<file path="config.mk">
export PLATFORM = sky130hd
export DESIGN_NAME = bsg_arb_rr_one_hot_reg
export DESIGN_NICKNAME = d
export VERILOG_FILES = /design/src/rtl/bsg_arb_rr_one_hot_reg.sv
export SDC_FILE = /design/constraint.sdc
export NUM_CORES = 1
export LEC_CHECK = 0
export ABC_AREA = 1
export CORE_ASPECT_RATIO = 0.9
export CORE_MARGIN = 4
export CORE_UTILIZATION = 40
export DETAILED_ROUTE_END_ITERATION = 6
export PLACE_DENSITY = 0.9
export SYNTH_ARGS = -nofsm -noshare
export SYNTH_HDL_FRONTEND = slang
export SYNTH_SLANG_ARGS = --single-unit
</file>
<file path="constraint.sdc">
create_clock -name clk_i -period 5.01 [get_ports clk_i]
set_input_delay 0.7515 -clock clk_i [delete_from_list [all_inputs] [get_ports clk_i]]
set_output_delay 0.7515 -clock clk_i [all_outputs]
set_load 0.01 [all_outputs]
</file>
<file path="src/rtl/bsg_arb_rr_one_hot_reg.sv">
// Round-robin arbiter feeding a one-hot AND-OR mux into a single-entry valid/yumi output register.
// Optional packet locking (last_i port) is enabled by defining BSG_ARB_RR_PKT_LOCK_EN.
module bsg_arb_rr_one_hot_reg #(
  parameter int unsigned width_p = 41,
  parameter int unsigned els_p   = 4
) (
  input  logic                       clk_i,
  input  logic                       reset_i,
  input  logic [els_p-1:0]           v_i,
  input  logic [els_p*width_p-1:0]   data_i,
`ifdef BSG_ARB_RR_PKT_LOCK_EN
  input  logic [els_p-1:0]           last_i,
`endif
  output logic [els_p-1:0]           yumi_o,
  output logic                       v_o,
  output logic [width_p-1:0]         data_o,
  output logic [els_p-1:0]           grant_o,
  input  logic                       yumi_i
);

  localparam int unsigned lg_els_lp = (els_p > 1) ? $clog2(els_p) : 1;

  logic [lg_els_lp-1:0] last_r;
  logic [lg_els_lp-1:0] grant_idx;
  logic [els_p-1:0]     scan_grant;
  logic [els_p-1:0]     grant;
  logic                 scan_hit;
  logic                 accept;
  logic                 load;
  logic                 ptr_upd;
  logic [width_p-1:0]   data_mux;

  // Scan from last_r+1 upward with wrap; first valid channel wins.
  always_comb begin
    scan_grant = '0;
    scan_hit   = 1'b0;
    for (int i = 1; i <= int'(els_p); i++) begin
      for (int k = 0; k < int'(els_p); k++) begin
        if (!scan_hit && v_i[k] && ((int'(last_r) + i) % int'(els_p) == k)) begin
          scan_grant[k] = 1'b1;
          scan_hit      = 1'b1;
        end
      end
    end
  end

`ifdef BSG_ARB_RR_PKT_LOCK_EN
  logic lock_r;
  logic last_beat;

  // While locked, grant_o still names the channel that opened the packet.
  assign grant     = lock_r ? (grant_o & v_i) : scan_grant;
  assign last_beat = |(grant & last_i);
  assign ptr_upd   = load & last_beat;

  always_ff @(posedge clk_i) begin
    if (reset_i) begin
      lock_r <= 1'b0;
    end else if (load) begin
      lock_r <= ~last_beat;
    end
  end
`else
  assign grant   = scan_grant;
  assign ptr_upd = load;
`endif

  assign accept = (~v_o | yumi_i) & ~reset_i;
  assign yumi_o = grant & {els_p{accept}};
  assign load   = |yumi_o;

  always_comb begin
    grant_idx = '0;
    data_mux  = '0;
    for (int k = 0; k < int'(els_p); k++) begin
      if (grant[k]) begin
        grant_idx = lg_els_lp'(k);
      end
      data_mux = data_mux | (data_i[k*width_p +: width_p] & {width_p{grant[k]}});
    end
  end

  generate
    if (els_p == 1) begin : g_single
      assign last_r = '0;
    end else begin : g_ptr
      always_ff @(posedge clk_i) begin
        if (reset_i) begin
          last_r <= lg_els_lp'(els_p - 1);
        end else if (ptr_upd) begin
          last_r <= grant_idx;
        end
      end
    end
  endgenerate

  // Output stage; yumi_i without a held beat is a protocol violation.
  always_ff @(posedge clk_i) begin
    if (reset_i) begin
      v_o     <= 1'b0;
      data_o  <= '0;
      grant_o <= '0;
    end else begin
      assert (v_o || !yumi_i);
      if (load) begin
        v_o     <= 1'b1;
        data_o  <= data_mux;
        grant_o <= grant;
      end else if (yumi_i) begin
        v_o <= 1'b0;
      end
    end
  end

endmodule

</file>
==> reports/qor.yml, run 1 <==
synthesis:
  synth-adder-area-share_pct: 0
  synth_compound_area_share_pct: 1.855
  mappedNetlistArea_um2: 3642
  yosysUniqueCellTypes: 22
  synth_top_family_by_area: "simple AND/OR/NAND/NOR gates"
  synth_nets: 841
  synth_seq_area_share_pct: 26.38
  synth.ff_latch_count: 48
  synth_cells: 670
  syn_avg_cell_area_um2: 5.436
  yosys_warnings: 0
  synthMuxAreaShare_pct: 0
  synth-xor-area-share_pct: 0
  synthSimpleGateAreaFrac_pct: 55.72
cts:
  cts.sinks: 48
  htree_levels: 2
  max-clock-path-buffers: 2
  ctsHoldBuffers: 0
  numCtsBuffers: 5
  path_clk_slew_ps: 90
  cts_tree: "built"
  ctsResizeCount: 0
  clk_latency_ps: 290
  cts_setup_buffers: 0
  cts_root_buf: "clkbuf_8"
finish:
  n_fill_cell: 807
  finish.net_count: 1038
  syn_to_final_growth_pct: 63.04
  diodes: 0
  finish.utilization_pct: 68.03
  instances_no_fill: 987
  drive_gt1_share_pct: 3.687
  regArea_um2: 960.9
  multi_input_area_um2: 2105
  final_area_um2: 5938
setup_path:
  crit_buf_inv: 2
  worst-path-stages: 11
  path_delay_family: "buffers and inverters"
  critical_path.slowest_cell: "clkdlybuf4s50_1"
  rr_worst_depth: 14
  path_cells: "clkdlybuf4s50_1 > nand2_1 > nand3_1 > nor2_2 > nand4_2 > nor2_4 > nand4_4 > nor2_4 > nand4_1 > a21oi_1 > clkdlybuf4s50_1"
  start_kind: "input pin"
  arrival_ps: 3210
  endpoint_kind: "output port"
  required_ps: 4260
  cp_max_fo: 7
  cp_slowest_stage_delay_ps: 610
  worstSetupPathType: "input pin to output port"
flow_run:
  maxCapViolCount: 0
sta:
  setup_slack_ps: 1053
  hold_ws_ps: 509.7
  fin_crit_ps: 3957
  finalSetupViolCount: 0
  skew_ps: 7.746
  grt_setup_unrepaired: "no"
  min_period_over_period_pct: 78.99
  slew_headroom_pct: 25.67
  max_freq_ghz: 0.2527
  setup_tns_ps: 0
  finalHoldViolations: 0
  report.final.slew_viol_count: 0
  worst_pin_slew_ps: 1111
drt:
  antenna_left: 0
  via_count: 4607
  drtPass1Iterations: 4
  drc: 0
  drt_iter0_drc: 234
  routed_via_density: 4.668
  routed_wl_um: 12710
  wl_per_cell_um: 12.87
place:
  place_ws_ps: 1065
  dpl.hpwl_um: 9400
  gp_congestion: 0.9425
  portBuffers: 220
  dp.cells: 979
  dpl_cell_area_um2: 5848
grt:
  grt_max_degree: 46
  antenna_found_initial: 0
  grtUsageTotal_pct: 22.58
  grt_first_pass_wirelength_um: 19940
  grt_pass1_vias: 4373
  overflow: 0
die:
  std_cell_rows: 32
  start_util_pct: 41.73
  coreArea_um2: 8728
  top_level_ports: 221
  die_y_um: 98.53
  die-area_um2: 10700
  fp.dieW_um: 108.6
pwr:
  pwr_density_cell_nw_per_um2: 488.4
  p_leak_nw: 2.817
  max-vdd-ir-drop_uv: 403.6
  power.total_mw: 2.900
run_status:
  status: "finished clean"
hold_path:
  hp-class: "register to register"
  whs_path_depth: 2
==> worst min-delay path, cell delays in order (launching register included) <==
cell,delay [ps]
dfxtp_1,320
nand4_1,90
a21oi_1,60
==> power breakdown <==
group          internal [mW]  switching (mW)
registers              0.516          0.0688
clock network          0.113           0.122
logic                  0.852            1.23
==> sequential cells by signal, indices dropped and copies added (netlist names) <==
signal,flops
grant_o,4
last_r,2
data_o,41
v_o,1
==> layout by cell type, fill, tap and decap left out <==
| master | Yosys | final |
|---|---|---|
| nand4_1 | 48 | 48 |
| clkinv_1 | 3 | 3 |
| clkbuf_1 | 4 | 2 |
| clkbuf_8 | 0 | 6 |
| nor2_4 | 3 | 3 |
| nand2_1 | 262 | 262 |
| inv_1 | 95 | 95 |
| clkdlybuf4s50_1 | 0 | 220 |
| dfxtp_1 | 48 | 48 |
| o31ai_1 | 1 | 1 |
| nor3_1 | 1 | 1 |
| nor2_1 | 96 | 96 |
| nor2_2 | 2 | 2 |
| o21ai_0 | 2 | 2 |
| nand4_4 | 1 | 1 |
| o21ai_4 | 0 | 1 |
| inv_2 | 3 | 3 |
| buf_4 | 0 | 7 |
| a31oi_1 | 1 | 1 |
| nand2_2 | 8 | 8 |
| a21oi_1 | 7 | 7 |
| nand3_1 | 50 | 50 |
| nand4_2 | 1 | 1 |
==> kinds of logic (layout without fill, tap and decap cells) <==
kind of cell / after synthesis / in the layout
compound gates: 12 / 12
buf+inv: 138 / 336
flops: 48 / 48
simple gates: 472 / 472
==> cells in the mapped netlist <==
library cell	instances	share of area [%]
buf_6	4	1.2
nor2_4	3	0.93
inv_1	95	9.8
inv_2	3	0.31
clkinv_1	3	0.31
buf_2	29	4.0
nand4_4	1	0.58
dfxtp_1	48	26
o31ai_1	1	0.21
a31oi_1	1	0.17
nor3_1	1	0.14
o21ai_2	1	0.24
nand3_1	50	6.9
nor2_1	96	9.9
o21ai_0	2	0.27
nor2_2	2	0.34
clkbuf_1	4	0.41
nand2_1	262	27
nand2_2	8	1.4
a21oi_1	7	0.96
nand4_1	48	8.2
nand4_2	1	0.34
==> metal layers <==
metal,vias to the layer above,share of wire (%),global-route usage (%)
li1,2439,-,-
met1,1994,40,25.74
met3,8,10,7.138
met2,166,48,41.00
met4,0,1.1,4.757
met5,-,0,0
==> worst paths after layout <==
check / start / endpoint / slack (ps)
max: v_i[1] / yumi_o[3] / 1050
min: grant_o[1] / grant_o[1] / 510
max reg2reg: last_r[1] / data_o[22] / 1960
min reg2reg: grant_o[1] / grant_o[1] / 510
==> final cells by class <==
class / count / share of cell area [%]
clock buffer: 8 / 1.517
inverter: 101 / 6.384
multi-input combinational: 484 / 35.44
sequential: 48 / 16.18
tap: 119 / 2.507
timing repair buffer: 227 / 37.97
Power figures use the tool's default switching activity.
==> run 2, diff against run 1 <==
- CORE_UTILIZATION: 40 -> 34
- PLACE_DENSITY: 0.9 -> 0.82
- clock period: 5.01 -> 3.38 ns (I/O delays scaled with it)
==> reports/qor.yml, run 2 (synthesis gave the netlist of run 1 again) <==
setup_path:
  rr_worst_depth: 16  # was 14
  cp_common_cell: "nand3_1"
  required_ps: 2870  # was 4260 ps
  cp_slowest_stage_delay_ps: 530  # was 610 ps
  r2r_setup_slack_ps: 520  # was 1960 ps
  start_kind: "input pin"  # unchanged
  cp_max_fo: 4  # was 7
  r2r_start: "last_r[1]"  # unchanged
  critical_path.slowest_cell: "clkdlybuf4s50_1"  # unchanged
  endpoint_kind: "output port"  # unchanged
  worstSetupPathType: "input pin to output port"  # unchanged
  regToRegEndpoint: "last_r[0]"  # was data_o[22]
  path_cells: "clkdlybuf4s50_1 > nand3_1 > nand3_1 > nor2_2 > nand4_2 > nor2_4 > nand4_4 > nor2_4 > nand3_1 > nand2_2 > nand2_2 > inv_1 > clkdlybuf4s50_1"  # was clkdlybuf4s50_1 > nand2_1 > nand3_1 > nor2_2 > nand4_2 > nor2_4 > nand4_4 > nor2_4 > nand4_1 > a21oi_1 > clkdlybuf4s50_1
  arrival_ps: 2750  # was 3210 ps
finish:
  syn_to_final_growth_pct: 67.57  # was 63.04%
  drive_gt1_share_pct: 5.467  # was 3.687%
  largest_reg_flops: 41  # unchanged
  finish.net_count: 1048  # was 1038
  finish.utilization_pct: 59.06  # was 68.03%
  layout_common_cells: "261 x nand2_1, 217 x clkdlybuf4s50_1, 96 x nor2_1, 95 x inv_1, 50 x nand3_1"  # was 262 x nand2_1, 220 x clkdlybuf4s50_1, 96 x nor2_1, 95 x inv_1, 50 x nand3_1
  reg_top3: "data_o (41), grant_o (4), last_r (2)"  # unchanged
  top_register: "data_o"  # unchanged
  n_fill_cell: 1026  # was 807
  multi_input_area_um2: 2115  # was 2105 um2
  regArea_um2: 962.2  # was 960.9 um2
  layout_commonest_cell: "nand2_1"  # unchanged
  diodes: 0  # unchanged
pwr:
  p_clk_share_pct: 10.9  # was 8.1%
  power.total_mw: 4.491  # was 2.900 mW
  max-vdd-ir-drop_uv: 606.8  # was 403.6 uV
  p_seq_share_pct: 19.6  # was 20.2%
  p_sw_share_pct: 47.81  # was 48.93%
  pwr_density_cell_nw_per_um2: 735.8  # was 488.4 nW/um2
  p_leak_nw: 2.937  # was 2.817 nW
  p_sw_mw: 2.147  # was 1.419 mW
  power_frac_comb_pct: 69.5  # was 71.7%
  p_int_mw: 2.344  # was 1.481 mW
die:
  fp.dieW_um: 117.1  # was 108.6 um
  std_cell_rows: 35  # was 32
  start_util_pct: 35.24  # was 41.73%
  die-area_um2: 12430  # was 10700 um2
  coreArea_um2: 10330  # was 8728 um2
  top_level_ports: 221  # unchanged
  die_y_um: 106.2  # was 98.53 um
place:
  place_ws_ps: 102.0  # was 1065 ps
  gp_congestion: 0.9014  # was 0.9425
  portBuffers: 220  # unchanged
  dpl.hpwl_um: 9850  # was 9400 um
run_status:
  status: "finished clean"  # unchanged
drt:
  antenna_left: 0  # unchanged
  wl_per_cell_um: 12.84  # was 12.87 um
  drc: 0  # unchanged
  via_count: 4711  # was 4607
  drt_iter0_drc: 230  # was 234
  drtPass1Iterations: 4  # unchanged
  routed_wl_um: 12930  # was 12710 um
  routed_via_density: 4.678  # was 4.668
sta:
  max_freq_ghz: 0.3072
  slew_headroom_pct: 23.02  # was 25.67%
  worst_pin_slew_ps: 1150  # was 1111 ps
  report.final.slew_viol_count: 0  # unchanged
  setup_tns_ps: 0  # unchanged
  setup_slack_ps: 125.3  # was 1053 ps
  fin_crit_ps: 3255
  grt_setup_unrepaired: "yes"  # was no
  finalHoldViolations: 0  # unchanged
  skew_ps: 6.356  # was 7.746 ps
  finalSetupViolCount: 0  # unchanged
  min_period_over_period_pct: 96.29
grt:
  grtUsageTotal_pct: 19.95  # was 22.58%
  grt_pass1_vias: 4402  # was 4373
  overflow: 0  # unchanged
  grt_max_degree: 46  # unchanged
  grt_first_pass_wirelength_um: 20450  # was 19940 um
  antenna_found_initial: 0  # unchanged
cts:
  max-clock-path-buffers: 2  # unchanged
  numCtsBuffers: 5  # unchanged
  ctsHoldBuffers: 0  # unchanged
  cts.sinks: 48  # unchanged
  cts_root_buf: "clkbuf_16"  # was clkbuf_8
  path_clk_slew_ps: 60  # was 90 ps
  cts_tree: "built"  # unchanged
  htree_levels: 2  # unchanged
  clk_latency_ps: 280  # was 290 ps
hold_path:
  hp-class: "register to register"  # unchanged
  worstHoldStart: "grant_o[3]"  # was grant_o[1]
  whs_path_depth: 2  # unchanged
  hold_end: "grant_o[3]"  # was grant_o[1]
flow_run:
  maxCapViolCount: 0  # unchanged
## run 2: cell count changes in the layout (fill, tap and decap cells not counted), moves of 2 or more
cell             previous run  this run
clkbuf_16                   0         5
clkbuf_8                    6         0
clkinvlp_4                  0         2
dlymetal6s2s_1              0         3
clkdlybuf4s50_1           220       217
a21oi_1                     7         5
clkbuf_1                    2         0
buf_4                       7        17
a21oi_2                     0         2
## run 2: timing repair
action / CTS / global route
setup buffers: 0 / 1
endpoints found under the setup margin: 0 / 4
gates resized for setup: 0 / 7
## run 2: how the worst max path moves through the flow
stage | start | end
2_1_floorplan | v_i[2] | yumi_o[3]
3_3_place_gp | v_i[2] | yumi_o[2]
3_5_place_dp | v_i[2] | yumi_o[2]
4_1_cts | v_i[2] | yumi_o[2]
5_1_grt | v_i[2] | yumi_o[1]
6_report | v_i[2] | yumi_o[1]
## run 2: metrics by stage
stage | area [um2] | hold slack [ps] | cells
global placement | 5928 | 476.4 | 998
global route | 6103 | 549.9 | 1007
detailed placement | 5928 | 481.3 | 998
finish | 6103 | 492.6 | 1007
floorplan | 3642 | 502.5 | 670
CTS | 6077 | 497.1 | 1006
## run 2: cell type report
class,instances,share of cell area (%)
Clock buffer,5,2.050
Clock inverter,3,0.3895
Inverter,101,6.212
Multi-Input combinational cell,484,34.65
Sequential cell,48,15.76
Tap cell,129,2.645
Timing Repair Buffer,237,38.29
## run 2: power groups by stage
stage / registers, mW / logic (mW) / clock network, mW
2_1_floorplan: 0.951 / 2.05 / 0
3_3_place_gp: 0.880 / 3.08 / 0
3_5_place_dp: 0.887 / 3.13 / 0
4_1_cts: 0.879 / 3.14 / 0.511
5_1_grt: 0.901 / 3.57 / 0.541
6_report: 0.879 / 3.12 / 0.491
## run 2: routing by layer
metal	global-route usage, %	share of wire, %	vias to the layer above
met5	0	0	-
met4	4.013	1.2	0
met3	5.521	9.5	12
met2	35.58	48	173
met1	23.72	41	2061
li1	-	-	2465
## run 2: critical path: cells and delay by family
| kind | cells | cell delay [ps] |
|---|---|---|
| and+or+nand+nor | 10 | 1220 |
| buffers and inverters | 3 | 1010 |
==> run 3, diff against run 2 <==
- CORE_UTILIZATION: 34 -> 38
- CTS_CLUSTER_DIAMETER: unset -> 120
- PLACE_DENSITY: 0.82 -> 0.87
- clock period: 3.38 -> 3.65 ns (I/O delays scaled with it)
==> reports/qor.yml, run 3 (synthesis gave the netlist of run 1 again) <==
die:
  die-area_um2: 11220  # was 12430 um2
  start_util_pct: 39.38  # was 35.24%
  coreArea_um2: 9249  # was 10330 um2
  std_cell_rows: 33  # was 35
  die_y_um: 100.9  # was 106.2 um
  fp.dieW_um: 111.2  # was 117.1 um
  top_level_ports: 221  # unchanged
place:
  portBuffers: 220  # unchanged
  place_ws_ps: 164.9  # was 102.0 ps
  dpl.hpwl_um: 9648  # was 9850 um
  dp.cells: 988  # was 998
  dpl_cell_area_um2: 5897  # was 5928 um2
  gp_congestion: 0.8879  # was 0.9014
sta:
  min_period_over_period_pct: 95.25
  report.final.slew_viol_count: 0  # unchanged
  worst_pin_slew_ps: 1163  # was 1150 ps
  setup_slack_ps: 173.2  # was 125.3 ps
  slew_headroom_pct: 22.19  # was 23.02%
  max_freq_ghz: 0.2876
  setup_tns_ps: 0  # unchanged
  grt_setup_unrepaired: "no"  # was yes
  skew_ps: 10.11  # was 6.356 ps
  finalHoldViolations: 0  # unchanged
  finalSetupViolCount: 0  # unchanged
  hold_ws_ps: 500.4  # was 492.6 ps
  fin_crit_ps: 3477
grt:
  antenna_found_initial: 0  # unchanged
  grt.met1_usage_pct: 27.08  # was 23.72%
  grtUsageMet3_pct: 4.982  # was 5.521%
  grt_pass1_vias: 4411  # was 4402
  grtUsageTotal_pct: 22.27  # was 19.95%
  busiest_layer: "met2"  # unchanged
  grt_first_pass_wirelength_um: 20990  # was 20450 um
  use_met2_pct: 40.89  # was 35.58%
  overflow: 0  # unchanged
  grt_max_degree: 46  # unchanged
cts:
  cts_root_buf: "clkbuf_8"  # was clkbuf_16
  cts_setup_buffers: 0  # unchanged
  cts_tree: "built"  # unchanged
  cts.sinks: 48  # unchanged
  htree_levels: 2  # unchanged
  clk_latency_ps: 300  # was 280 ps
  numCtsBuffers: 5  # unchanged
  path_clk_slew_ps: 90  # was 60 ps
  max-clock-path-buffers: 2  # unchanged
pwr:
  p_leak_nw: 2.866  # was 2.937 nW
  p_sw_mw: 1.980  # was 2.147 mW
  p_seq_share_pct: 19.5  # was 19.6%
  pwr_density_cell_nw_per_um2: 684.1  # was 735.8 nW/um2
  p_clk_share_pct: 10.2  # was 10.9%
  p_int_mw: 2.143  # was 2.344 mW
  p_sw_share_pct: 48.03  # was 47.81%
  power_frac_comb_pct: 70.2  # was 69.5%
  max-vdd-ir-drop_uv: 1207  # was 606.8 uV
drt:
  antenna_left: 0  # unchanged
  drtPass1Iterations: 5  # was 4
  wl_per_cell_um: 13.08  # was 12.84 um
  via_count: 4650  # was 4711
  drt_iter0_drc: 229  # was 230
  drc: 0  # unchanged
  routed_via_density: 4.669  # was 4.678
  routed_wl_um: 13020  # was 12930 um
finish:
  top_register: "data_o"  # unchanged
  drive_gt1_share_pct: 4.691  # was 5.467%
  n_fill_cell: 885  # was 1026
  final_area_um2: 6027  # was 6103 um2
  finish.net_count: 1044  # was 1048
  reg_top3: "data_o (41), grant_o (4), last_r (2)"  # unchanged
  diodes: 0  # unchanged
  largest_reg_flops: 41  # unchanged
  instances_no_fill: 996  # was 1007
  syn_to_final_growth_pct: 65.48  # was 67.57%
  layout_common_cells: "262 x nand2_1, 220 x clkdlybuf4s50_1, 96 x nor2_1, 95 x inv_1, 50 x nand3_1"  # was 261 x nand2_1, 217 x clkdlybuf4s50_1, 96 x nor2_1, 95 x inv_1, 50 x nand3_1
  layout_commonest_cell: "nand2_1"  # unchanged
setup_path:
  r2r_setup_slack_ps: 770  # was 520 ps
  worstSetupPathType: "input pin to output port"  # unchanged
  required_ps: 3100  # was 2870 ps
  cp-endpoint: "yumi_o[1]"  # unchanged
  arrival_ps: 2930  # was 2750 ps
  rr_worst_depth: 16  # unchanged
  startpoint: "v_i[2]"  # unchanged
  endpoint_kind: "output port"  # unchanged
  start_kind: "input pin"  # unchanged
  r2r_start: "last_r[0]"  # was last_r[1]
  regToRegEndpoint: "data_o[16]"  # was last_r[0]
  cp_max_fo: 5  # was 4
run_status:
  status: "finished clean"  # unchanged
flow_run:
  maxCapViolCount: 0  # unchanged
hold_path:
  hp-class: "register to register"  # unchanged
run 3: cell types whose count changed in the layout (fill, tap and decap cells not counted), moves of 2 or more:
cell             delta
clkbuf_8            +7
clkbuf_16           -5
buf_4               -4
clkdlybuf4s50_1     +3
dlymetal6s2s_1      -3
clkinvlp_4          -2
run 3: critical path, stage by stage:
cell and delay [ps]:
clkdlybuf4s50_1 500, nand3_1 150, nand3_1 100, nor2_2 130, nand4_2 130, nor2_4 170
nand4_4 110, nor2_4 130, nand3_1 90, nand2_2 120, nand2_1 130, inv_1 90
clkdlybuf4s50_1 540
run 3: power by group through the flow:
stage	Clock, mW	Combinational (mW)	Sequential, mW
2_1_floorplan	0	1.90	0.881
3_3_place_gp	0	2.86	0.807
3_5_place_dp	0	2.89	0.817
4_1_cts	0.433	2.91	0.806
5_1_grt	0.459	3.28	0.826
6_report	0.422	2.90	0.805
run 3: worst min-delay path by stage:
| stage | slack [ps] | depth (start not counted) | start | to |
|---|---|---|---|---|
| after CTS | 510 | 2 | grant_o[3] | grant_o[3] |
| final | 500 | 2 | grant_o[3] | grant_o[3] |
| after floorplan | 500 | 2 | grant_o[1] | grant_o[1] |
| after global routing | 540 | 2 | grant_o[1] | grant_o[1] |
| after detailed placement | 480 | 2 | grant_o[3] | grant_o[3] |
| after global placement | 470 | 2 | grant_o[3] | grant_o[3] |
run 3: final cells by class:
| cell class | count | area (um2) | area share [%] |
|---|---|---|---|
| clock buffer | 7 | 96.34 | 1.599 |
| inverter | 101 | 379.1 | 6.290 |
| sequential | 48 | 960.9 | 15.94 |
| tap | 122 | 152.6 | 2.533 |
| timing repair buffer | 233 | 2300 | 38.16 |
| multi-input combinational | 484 | 2108 | 34.98 |
| clock inverter | 1 | 30.03 | 0.4982 |
run 3: what timing repair did:
| item | in CTS | in global routing |
|---|---|---|
| hold buffers | 0 | 0 |
| endpoints found under the setup margin | 0 | 1 |
| hold endpoints to repair | 0 | 0 |
| gates resized for setup | 0 | 1 |
run 3: layer usage:
metal  part of all wire (%)  routed length, um  vias to the layer above
met5                      0                  0                        -
met4                   0.88                114                        0
met3                    7.2                933                        8
met2                     49               6374                      174
met1                     43               5602                     2018
li1                       -                  -                     2450
run 3: stage by stage:
stage	utilization [%]	total power, mW
after floorplan	-	2.782
after global routing	65.16	4.569
after detailed placement	63.76	3.711
after CTS	65.12	4.146
after global placement	63.76	3.667
final	65.16	4.123
